[config.mk]
export PLATFORM = sky130hd
export DESIGN_NAME = lcd_ctrl
export DESIGN_NICKNAME = d
export VERILOG_FILES = /design/src/rtl/lcd_ctrl.sv
export SDC_FILE = /design/constraint.sdc
export NUM_CORES = 1
export LEC_CHECK = 0
export BUFFER_PORTS_ARGS = -buffer_cell sky130_fd_sc_hd__clkbuf_2
export CORE_ASPECT_RATIO = 1.25
export CORE_MARGIN = 2
export CORE_UTILIZATION = 50
export DETAILED_ROUTE_END_ITERATION = 7
export PLACE_DENSITY = 0.69
export SYNTH_ARGS = -nofsm -noshare
export SYNTH_HDL_FRONTEND = slang
export SYNTH_SLANG_ARGS = --single-unit
[constraint.sdc]
create_clock -name CLK_50MHZ -period 4.9 [get_ports CLK_50MHZ]
set_input_delay 0 -clock CLK_50MHZ [delete_from_list [all_inputs] [get_ports CLK_50MHZ]]
set_output_delay 0 -clock CLK_50MHZ [all_outputs]
set_load 0.02 [all_outputs]
[src/rtl/lcd_ctrl.sv]
`default_nettype none
// ============================================================================
// Module   : lcd_ctrl
// Brief    : Write-only HD44780 8-bit bus sequencer; runs the power-on init
//            sequence, then writes one byte per valid/ready handshake.
// Revision : 1.0 - initial release
// ============================================================================
module lcd_ctrl #(
    parameter int unsigned T_POWERON = 750000,
    parameter int unsigned T_INIT1   = 205000,
    parameter int unsigned T_INIT2   = 5000,
    parameter int unsigned T_SETUP   = 2,
    parameter int unsigned T_PULSE   = 12,
    parameter int unsigned T_HOLD    = 1,
    parameter int unsigned T_CMD     = 2000,
    parameter int unsigned T_LONG    = 82000
) (
    input  logic       CLK_50MHZ,
    input  logic       RST,
    input  logic       REQ_VALID,
    input  logic       REQ_RS,
    input  logic [7:0] REQ_DATA,
    output logic       REQ_READY,
    output logic       INIT_DONE,
    output logic [7:0] LCD_DB,
    output logic       LCD_E,
    output logic       LCD_RS,
    output logic       LCD_RW
);

    // Counter reload values: a state lasting N cycles loads N-1 and leaves at zero.
    localparam logic [19:0] C_POWERON  = 20'(T_POWERON - 1);
    localparam logic [19:0] C_INIT1    = 20'(T_INIT1 - 1);
    localparam logic [19:0] C_INIT2    = 20'(T_INIT2 - 1);
    localparam logic [19:0] C_SETUP    = 20'(T_SETUP - 1);
    localparam logic [19:0] C_PULSE    = 20'(T_PULSE - 1);
    localparam logic [19:0] C_HOLD     = 20'(T_HOLD - 1);
    localparam logic [19:0] C_CMD      = 20'(T_CMD - 1);
    localparam logic [19:0] C_LONG     = 20'(T_LONG - 1);
    localparam logic [2:0]  C_ROM_LAST = 3'd6;

    typedef enum logic [2:0] {
        S_PWR_WAIT = 3'd0,
        S_SETUP    = 3'd1,
        S_PULSE    = 3'd2,
        S_HOLD     = 3'd3,
        S_WAIT     = 3'd4,
        S_IDLE     = 3'd5
    } state_t;

    state_t      r_state, w_state_nxt;
    logic [19:0] r_cnt, w_cnt_nxt;
    logic [2:0]  r_idx, w_idx_nxt;
    logic        r_e, w_e_nxt;
    logic        r_rs, w_rs_nxt;
    logic [7:0]  r_db, w_db_nxt;
    logic        r_ready, w_ready_nxt;
    logic        r_done, w_done_nxt;
    logic        w_cnt_zero;
    logic [19:0] w_wait_load;

    function automatic logic [7:0] f_init_rom(input logic [2:0] idx);
        case (idx)
            3'd4:    f_init_rom = 8'h06;
            3'd5:    f_init_rom = 8'h0C;
            3'd6:    f_init_rom = 8'h01;
            default: f_init_rom = 8'h38;
        endcase
    endfunction

    assign w_cnt_zero = (r_cnt == 20'd0);

    // The byte on the bus is still held, so the wait is chosen from it directly.
    always_comb begin
        w_wait_load = C_CMD;
        if (!r_done) begin
            case (r_idx)
                3'd0:       w_wait_load = C_INIT1;
                3'd1:       w_wait_load = C_INIT2;
                C_ROM_LAST: w_wait_load = C_LONG;
                default:    w_wait_load = C_CMD;
            endcase
        end else if (!r_rs && (r_db == 8'h01 || r_db == 8'h02 || r_db == 8'h03)) begin
            w_wait_load = C_LONG;
        end
    end

    always_comb begin
        w_state_nxt = r_state;
        w_cnt_nxt   = r_cnt - 20'd1;
        w_idx_nxt   = r_idx;
        w_e_nxt     = r_e;
        w_rs_nxt    = r_rs;
        w_db_nxt    = r_db;
        w_ready_nxt = r_ready;
        w_done_nxt  = r_done;
        case (r_state)
            S_PWR_WAIT: begin
                if (w_cnt_zero) begin
                    w_state_nxt = S_SETUP;
                    w_cnt_nxt   = C_SETUP;
                    w_idx_nxt   = 3'd0;
                    w_rs_nxt    = 1'b0;
                    w_db_nxt    = f_init_rom(3'd0);
                end
            end
            S_SETUP: begin
                if (w_cnt_zero) begin
                    w_state_nxt = S_PULSE;
                    w_cnt_nxt   = C_PULSE;
                    w_e_nxt     = 1'b1;
                end
            end
            S_PULSE: begin
                if (w_cnt_zero) begin
                    w_state_nxt = S_HOLD;
                    w_cnt_nxt   = C_HOLD;
                    w_e_nxt     = 1'b0;
                end
            end
            S_HOLD: begin
                if (w_cnt_zero) begin
                    w_state_nxt = S_WAIT;
                    w_cnt_nxt   = w_wait_load;
                end
            end
            S_WAIT: begin
                if (w_cnt_zero) begin
                    if (r_done || r_idx == C_ROM_LAST) begin
                        w_state_nxt = S_IDLE;
                        w_cnt_nxt   = r_cnt;
                        w_ready_nxt = 1'b1;
                        w_done_nxt  = 1'b1;
                    end else begin
                        w_state_nxt = S_SETUP;
                        w_cnt_nxt   = C_SETUP;
                        w_idx_nxt   = r_idx + 3'd1;
                        w_db_nxt    = f_init_rom(r_idx + 3'd1);
                    end
                end
            end
            S_IDLE: begin
                w_cnt_nxt = r_cnt;
                if (REQ_VALID && r_ready) begin
                    w_state_nxt = S_SETUP;
                    w_cnt_nxt   = C_SETUP;
                    w_ready_nxt = 1'b0;
                    w_rs_nxt    = REQ_RS;
                    w_db_nxt    = REQ_DATA;
                end
            end
            default: begin
                w_state_nxt = S_PWR_WAIT;
                w_cnt_nxt   = C_POWERON;
            end
        endcase
    end

    always_ff @(posedge CLK_50MHZ or posedge RST) begin
        if (RST) begin
            r_state <= S_PWR_WAIT;
            r_cnt   <= C_POWERON;
            r_idx   <= 3'd0;
            r_e     <= 1'b0;
            r_rs    <= 1'b0;
            r_db    <= 8'h00;
            r_ready <= 1'b0;
            r_done  <= 1'b0;
        end else begin
            r_state <= w_state_nxt;
            r_cnt   <= w_cnt_nxt;
            r_idx   <= w_idx_nxt;
            r_e     <= w_e_nxt;
            r_rs    <= w_rs_nxt;
            r_db    <= w_db_nxt;
            r_ready <= w_ready_nxt;
            r_done  <= w_done_nxt;
        end
    end

    assign REQ_READY = r_ready;
    assign INIT_DONE = r_done;
    assign LCD_DB    = r_db;
    assign LCD_E     = r_e;
    assign LCD_RS    = r_rs;
    assign LCD_RW    = 1'b0;

endmodule
`default_nettype wire
==> metrics.yaml, run 1 <==
run_status:
  outcome: "finished, final reports clean"
sta:
  setup_ws_ps: 1930
  setup_tns_ps: 0
  slew_headroom_pct: 26.2
  clock_skew_ps: 13.0
  hold_viol: 0
  post-route-period-util_pct: 60.5
  fin_crit_ps: 2970
  setup_viol: 0
  worstMarginPinSlew_ps: 1100
  holdWs_ps: 24.8
  slew_violations: 0
  max_freq_mhz: 337
  rsz0062_at_grt: "no"
synth:
  yosys_warnings: 0
  syn_area_um2: 2680
  synthTopCellsByArea: "dfrtp_1 23%, dfstp_2 13%, nand2_1 4.3%"
  synth_edf_count: 0
  avgSynthCellArea_um2: 9.17
  syn_nets: 312
  synth_cells: 292
  ys_ff_latch: 38
  ys_seq_area_share_pct: 36.1
  yosysTopAreaCellShare_pct: 23.4
  synth.distinct_cells: 72
  synth_top_cell_by_area: "dfrtp_1"
  synth-main-ff-cell: "dfrtp_1"
  async_flop_share_pct: 100
worst_setup_path:
  cp.required_ps: 5130
  worstPathArrival_ps: 3200
  start_kind: "flip-flop"
  critPathKind: "flip-flop to flip-flop"
  cp-end-kind: "flip-flop"
  rrSetupSlack_ps: 1930
  critPathMaxFanout: 14
layout:
  syn_to_final_growth_pct: 8.83
  layout.nets: 327
  final_cell_mix: "31 x nand2_1, 25 x dfrtp_1, 23 x clkbuf_2, 20 x nor2_1, 15 x a21oi_1"
  mostFrequentLayoutCell: "nand2_1"
  antenna_cells: 0
  post-route-util_pct: 57.0
  drive_gt1_share_pct: 22.4
clocking:
  cts_root_buf: "clkbuf_8"
  cts_buffers: 5
  htreeDepth: 2
  cts_tree: "built"
  clk_latency_ps: 310
  cts_hold_buf: 3
  clk_path_buf_depth: 2
  cts.sinks: 38
  cts.reportedPaths.clkPinSlew_ps: 90
  post_cts_buffers: 0
  ctsResizeCount: 0
grt:
  grt_pass1_vias: 2318
  grt_max_degree: 39
  grt_pass1_wl_mm: 11.5
  grt_usage_pct: 24.1
  antenna_found_initial: 0
  overflow: 0
pwr:
  power_w: 0.000659
  combPwrFrac_pct: 2.0
  peakVddDrop_v: 0.000131
  pwr-share-seq_pct: 47.6
  netSwitchingPower_w: 0.000136
  swShare_pct: 20.6
  p_leak_nw: 1.26
  clock_power_share_pct: 50.3
  p_per_area_nw_per_um2: 226
  p_int_w: 0.000523
die:
  coreArea_um2: 5120
  initial_utilization_pct: 52.4
  die_h_um: 85.8
  die_area_um2: 5960
  rows: 29
  ios: 25
  die-width_um: 69.5
route:
  wirelength_mm: 6.67
  first_pass_iters: 5
  drtIter0Drc: 178
  vias: 2352
  vias_per_cell: 6.36
  antenna_left: 0
  wire_per_inst_um: 18.0
  drcViolationCount: 0
placed_design:
  portBuffers: 23
  dpl.hpwl_mm: 4.78
  dp_slack_ps: 1980
  gp_congestion: 0.872
hold_path:
  hold_path_class: "primary input to flip-flop"
flow_run:
  max_cap_violations: 0
==> flip-flops by register name, summed over array words and instances (netlist names) <==
name,flops
LCD_E,1
INIT_DONE,1
LCD_DB,8
r_state,3
r_idx,3
REQ_READY,1
r_cnt,20
LCD_RS,1
==> logic make-up after synthesis <==
group	Yosys count	share of synthesized area [%]
AND/OR/NAND/NOR	107	21.5
AO/OA/AOI/OAI	88	23.9
flip-flops	38	36.1
buffers and inverters	31	6.59
multiplexers	14	6.40
adder cells (fa/ha/maj)	8	3.74
XOR/XNOR	5	1.64
other	1	0.140
==> cells in the mapped netlist (4+ instances only) <==
cell type / n
nor2_1: 20
mux2i_1: 7
nand3_1: 9
a31oi_1: 6
ha_1: 8
inv_1: 11
o31ai_1: 4
a22o_1: 4
mux2_4: 6
a21oi_1: 15
dfrtp_1: 25
nand2_1: 31
o21ai_0: 14
dfstp_2: 13
clkbuf_1: 8
a21o_1: 5
nor3_1: 11
nand4_1: 5
nor4_1: 4
o211ai_1: 4
==> power by group through the flow <==
stage / clock network, W / registers (W) / logic (W)
3_5_place_dp: 0 / 0.000320 / 0.0000122
3_3_place_gp: 0 / 0.000320 / 0.0000121
4_1_cts: 0.000338 / 0.000314 / 0.0000141
5_1_grt: 0.000349 / 0.000314 / 0.0000159
2_1_floorplan: 0 / 0.000320 / 0.00000586
6_report: 0.000332 / 0.000314 / 0.0000135
==> per-layer routing <==
metal / global-route usage, % / routed length, µm / vias to the layer above
li1: - / - / 1126
met1: 31.3 / 2800 / 1109
met2: 39.8 / 3270 / 103
met3: 3.76 / 435 / 14
met4: 11.1 / 166 / 0
met5: 0 / 0 / -
==> through the flow <==
step | area, µm² | instances
4_1_cts | 2920 | 370
6_report | 2920 | 370
5_1_grt | 2920 | 370
3_3_place_gp | 2750 | 359
2_1_floorplan | 2680 | 292
3_5_place_dp | 2750 | 359
==> final timing paths <==
path	startpoint	to	depth (start not counted)
min	REQ_RS	LCD_RS	3
max reg2reg	r_cnt[4]	r_cnt[7]	5
max in group asynchronous	RST	r_cnt[8]	4
min reg2reg	r_cnt[18]	r_cnt[18]	1
max	r_cnt[4]	r_cnt[7]	5
min in group asynchronous	RST	LCD_E	4
==> critical path, stage by stage, from the launching register on <==
cell and delay [ps]:
dfrtp_1 480, nor4_4 430, nand4b_1 530, o31ai_2 1080
nor3_1 180, a211oi_2 190
==> layout make-up <==
type | instances | area (µm²)
Sequential cell | 38 | 967
Timing Repair Buffer | 27 | 153
Multi-Input combinational cell | 223 | 1540
Tap cell | 62 | 77.6
Inverter | 12 | 45.0
Clock inverter | 3 | 68.8
Clock buffer | 5 | 68.8
Fill cell | 473 | 2200
(Power assumes the default switching activity.)
==> inputs of run 2 (changes only) <==
==> constraint.sdc (replaced) <==
create_clock -name CLK_50MHZ -period 3.1 [get_ports CLK_50MHZ]
set_input_delay 0 -clock CLK_50MHZ [delete_from_list [all_inputs] [get_ports CLK_50MHZ]]
set_output_delay 0 -clock CLK_50MHZ [all_outputs]
set_load 0.02 [all_outputs]
==> run 2 against run 1 <==
Compared with the run above: first-iteration DRC count is 6.2% lower; wire length is 0.57% lower; sequential share of layout area is 0.27 points lower; count of clock-buffer cells in the layout is 2 higher; sequential power is 58% higher; critical endpoint is now r_cnt[6].
==> metrics.yaml, run 2 (same netlist as run 1, synthesis figures left out) <==
grt:
  grt_max_degree: 39
  grt_usage_pct: 23.9
  grt_pass1_wl_mm: 11.4
  grt.met2_usage_pct: 42.0
  busiest_layer: "met2"
  grt_use_met1_pct: 30.2
  overflow: 0
  globalRouteMet3Util_pct: 3.64
  antenna_found_initial: 0
  grt_pass1_vias: 2345
placed_design:
  dpl.hpwl_mm: 4.86
  portBuffers: 23
  dp.cells: 365
  gp_congestion: 0.833
worst_setup_path:
  path_cells: "nor4_4 > nand4b_1 > buf_4 > o21ai_2 > o21ai_0 > a221o_1"
  cp-end-kind: "flip-flop"
  start_kind: "flip-flop"
  max_stage_delay_ps: 470
  critPathKind: "flip-flop to flip-flop"
  reg2regPathDepth: 6
  worstPathArrival_ps: 2700
  path_depth: 6
  path_delay_family: "simple AND/OR/NAND/NOR gates"
  cp.required_ps: 3280
  critPathBufInv: 1
  cp_slowest_cell: "dfrtp_1"
  critPathMaxFanout: 10
layout:
  drive_gt1_share_pct: 23.6
  final_cell_mix: "31 x nand2_1, 25 x dfrtp_1, 23 x clkbuf_2, 20 x nor2_1, 15 x a21oi_1"
  antenna_cells: 0
  final_cells: 376
  syn_to_final_growth_pct: 9.72
  regMostFlops: "r_cnt"
  largest_register_ff_count: 20
  mostFrequentLayoutCell: "nand2_1"
  layout.nets: 333
  num-fill-cells: 472
die:
  initial_utilization_pct: 52.4
  ios: 25
  coreArea_um2: 5120
  die_h_um: 85.8
  rows: 29
  die_area_um2: 5960
  die-width_um: 69.5
pwr:
  p_per_area_nw_per_um2: 325
  p_leak_nw: 1.28
  peakVddDrop_v: 0.000174
  power_w: 0.000955
sta:
  clock_skew_ps: 11.6
  hold_viol: 0
  fin_crit_ps: 2520
  rsz0062_at_grt: "no"
  post-route-period-util_pct: 81.3
  setup_tns_ps: 0
  setup_viol: 0
  worstMarginPinSlew_ps: 620
  slew_violations: 0
  slew_headroom_pct: 58.7
  max_freq_mhz: 397
route:
  drcViolationCount: 0
  first_pass_iters: 6
  wirelength_mm: 6.64
  antenna_left: 0
  wire_per_inst_um: 17.6
  vias_per_cell: 6.35
  drtIter0Drc: 167
  vias: 2386
clocking:
  cts.reportedPaths.clkPinSlew_ps: 80
  cts_root_buf: "clkbuf_8"
  clk_latency_ps: 290
  cts.sinks: 38
  post_cts_buffers: 0
  htreeDepth: 2
  cts_buffers: 5
  cts_tree: "built"
  clk_path_buf_depth: 2
flow_run:
  max_cap_violations: 0
hold_path:
  hold_path_class: "primary input to flip-flop"
  min_path_cells: 3
run_status:
  outcome: "finished, final reports clean"
==> run 2: cell types whose count changed in the layout (fill, tap and decap cells not counted) <==
cell | before | now
clkinv_4 | 1 | 0
buf_4 | 1 | 7
clkbuf_8 | 5 | 6
bufinv_16 | 2 | 1
clkbuf_1 | 0 | 1
==> run 2: stage by stage <==
step | worst slack (ps) | hold slack (ps) | instance area (µm²) | util, %
after floorplan | 976 | 134 | 2680 | -
after global placement | 668 | 120 | 2790 | 54.6
after detailed placement | 619 | 123 | 2790 | 54.6
after CTS | 612 | 22.2 | 2940 | 57.4
after global routing | 368 | 32.6 | 2940 | 57.4
final | 579 | 22.1 | 2940 | 57.4
==> run 2: power by group <==
group	internal (W)	switching [W]	total, W
registers	0.000496	0	0.000496
logic	0.00000828	0.0000129	0.0000211
clock network	0.000263	0.000175	0.000437
total	0.000767	0.000188	0.000955
==> run 2: final cells by class <==
cell class / count / area [µm²] / area share (%)
multi-input combinational: 223 / 1540 / 52.2
sequential: 38 / 967 / 32.9
timing repair buffer: 33 / 198 / 6.73
clock buffer: 7 / 86.3 / 2.94
tap: 62 / 77.6 / 2.64
inverter: 12 / 45.0 / 1.53
clock inverter: 1 / 30.0 / 1.02
==> run 2: worst paths after layout <==
| check | start | endpoint | slack [ps] |
|---|---|---|---|
| max | r_cnt[4] | r_cnt[6] | 580 |
| min reg2reg | r_cnt[18] | r_cnt[18] | 470 |
| max in group asynchronous | RST | r_cnt[12] | 2390 |
| min in group asynchronous | RST | LCD_RS | 350 |
| max reg2reg | r_cnt[4] | r_cnt[6] | 580 |
| min | REQ_RS | LCD_RS | 20 |
==> run 2: layer usage <==
metal / part of all wire [%] / vias to the layer above / routed length [µm]
met5: 0 / - / 0
met4: 2.0 / 0 / 136
met3: 5.6 / 15 / 371
met2: 50 / 106 / 3330
met1: 42 / 1126 / 2800
li1: - / 1139 / -
==> run 2: worst register-to-register path, stage by stage (launching register included) <==
cell and delay (ps):
dfrtp_1 470, nor4_4 450, nand4b_1 470, buf_4 310
o21ai_2 220, o21ai_0 140, a221o_1 360
==> run 2: what timing repair did <==
action | 4_1_cts | 5_1_grt
gates resized for setup | 0 | 0
hold endpoints to repair | 27 | 0
hold buffers | 3 | 0
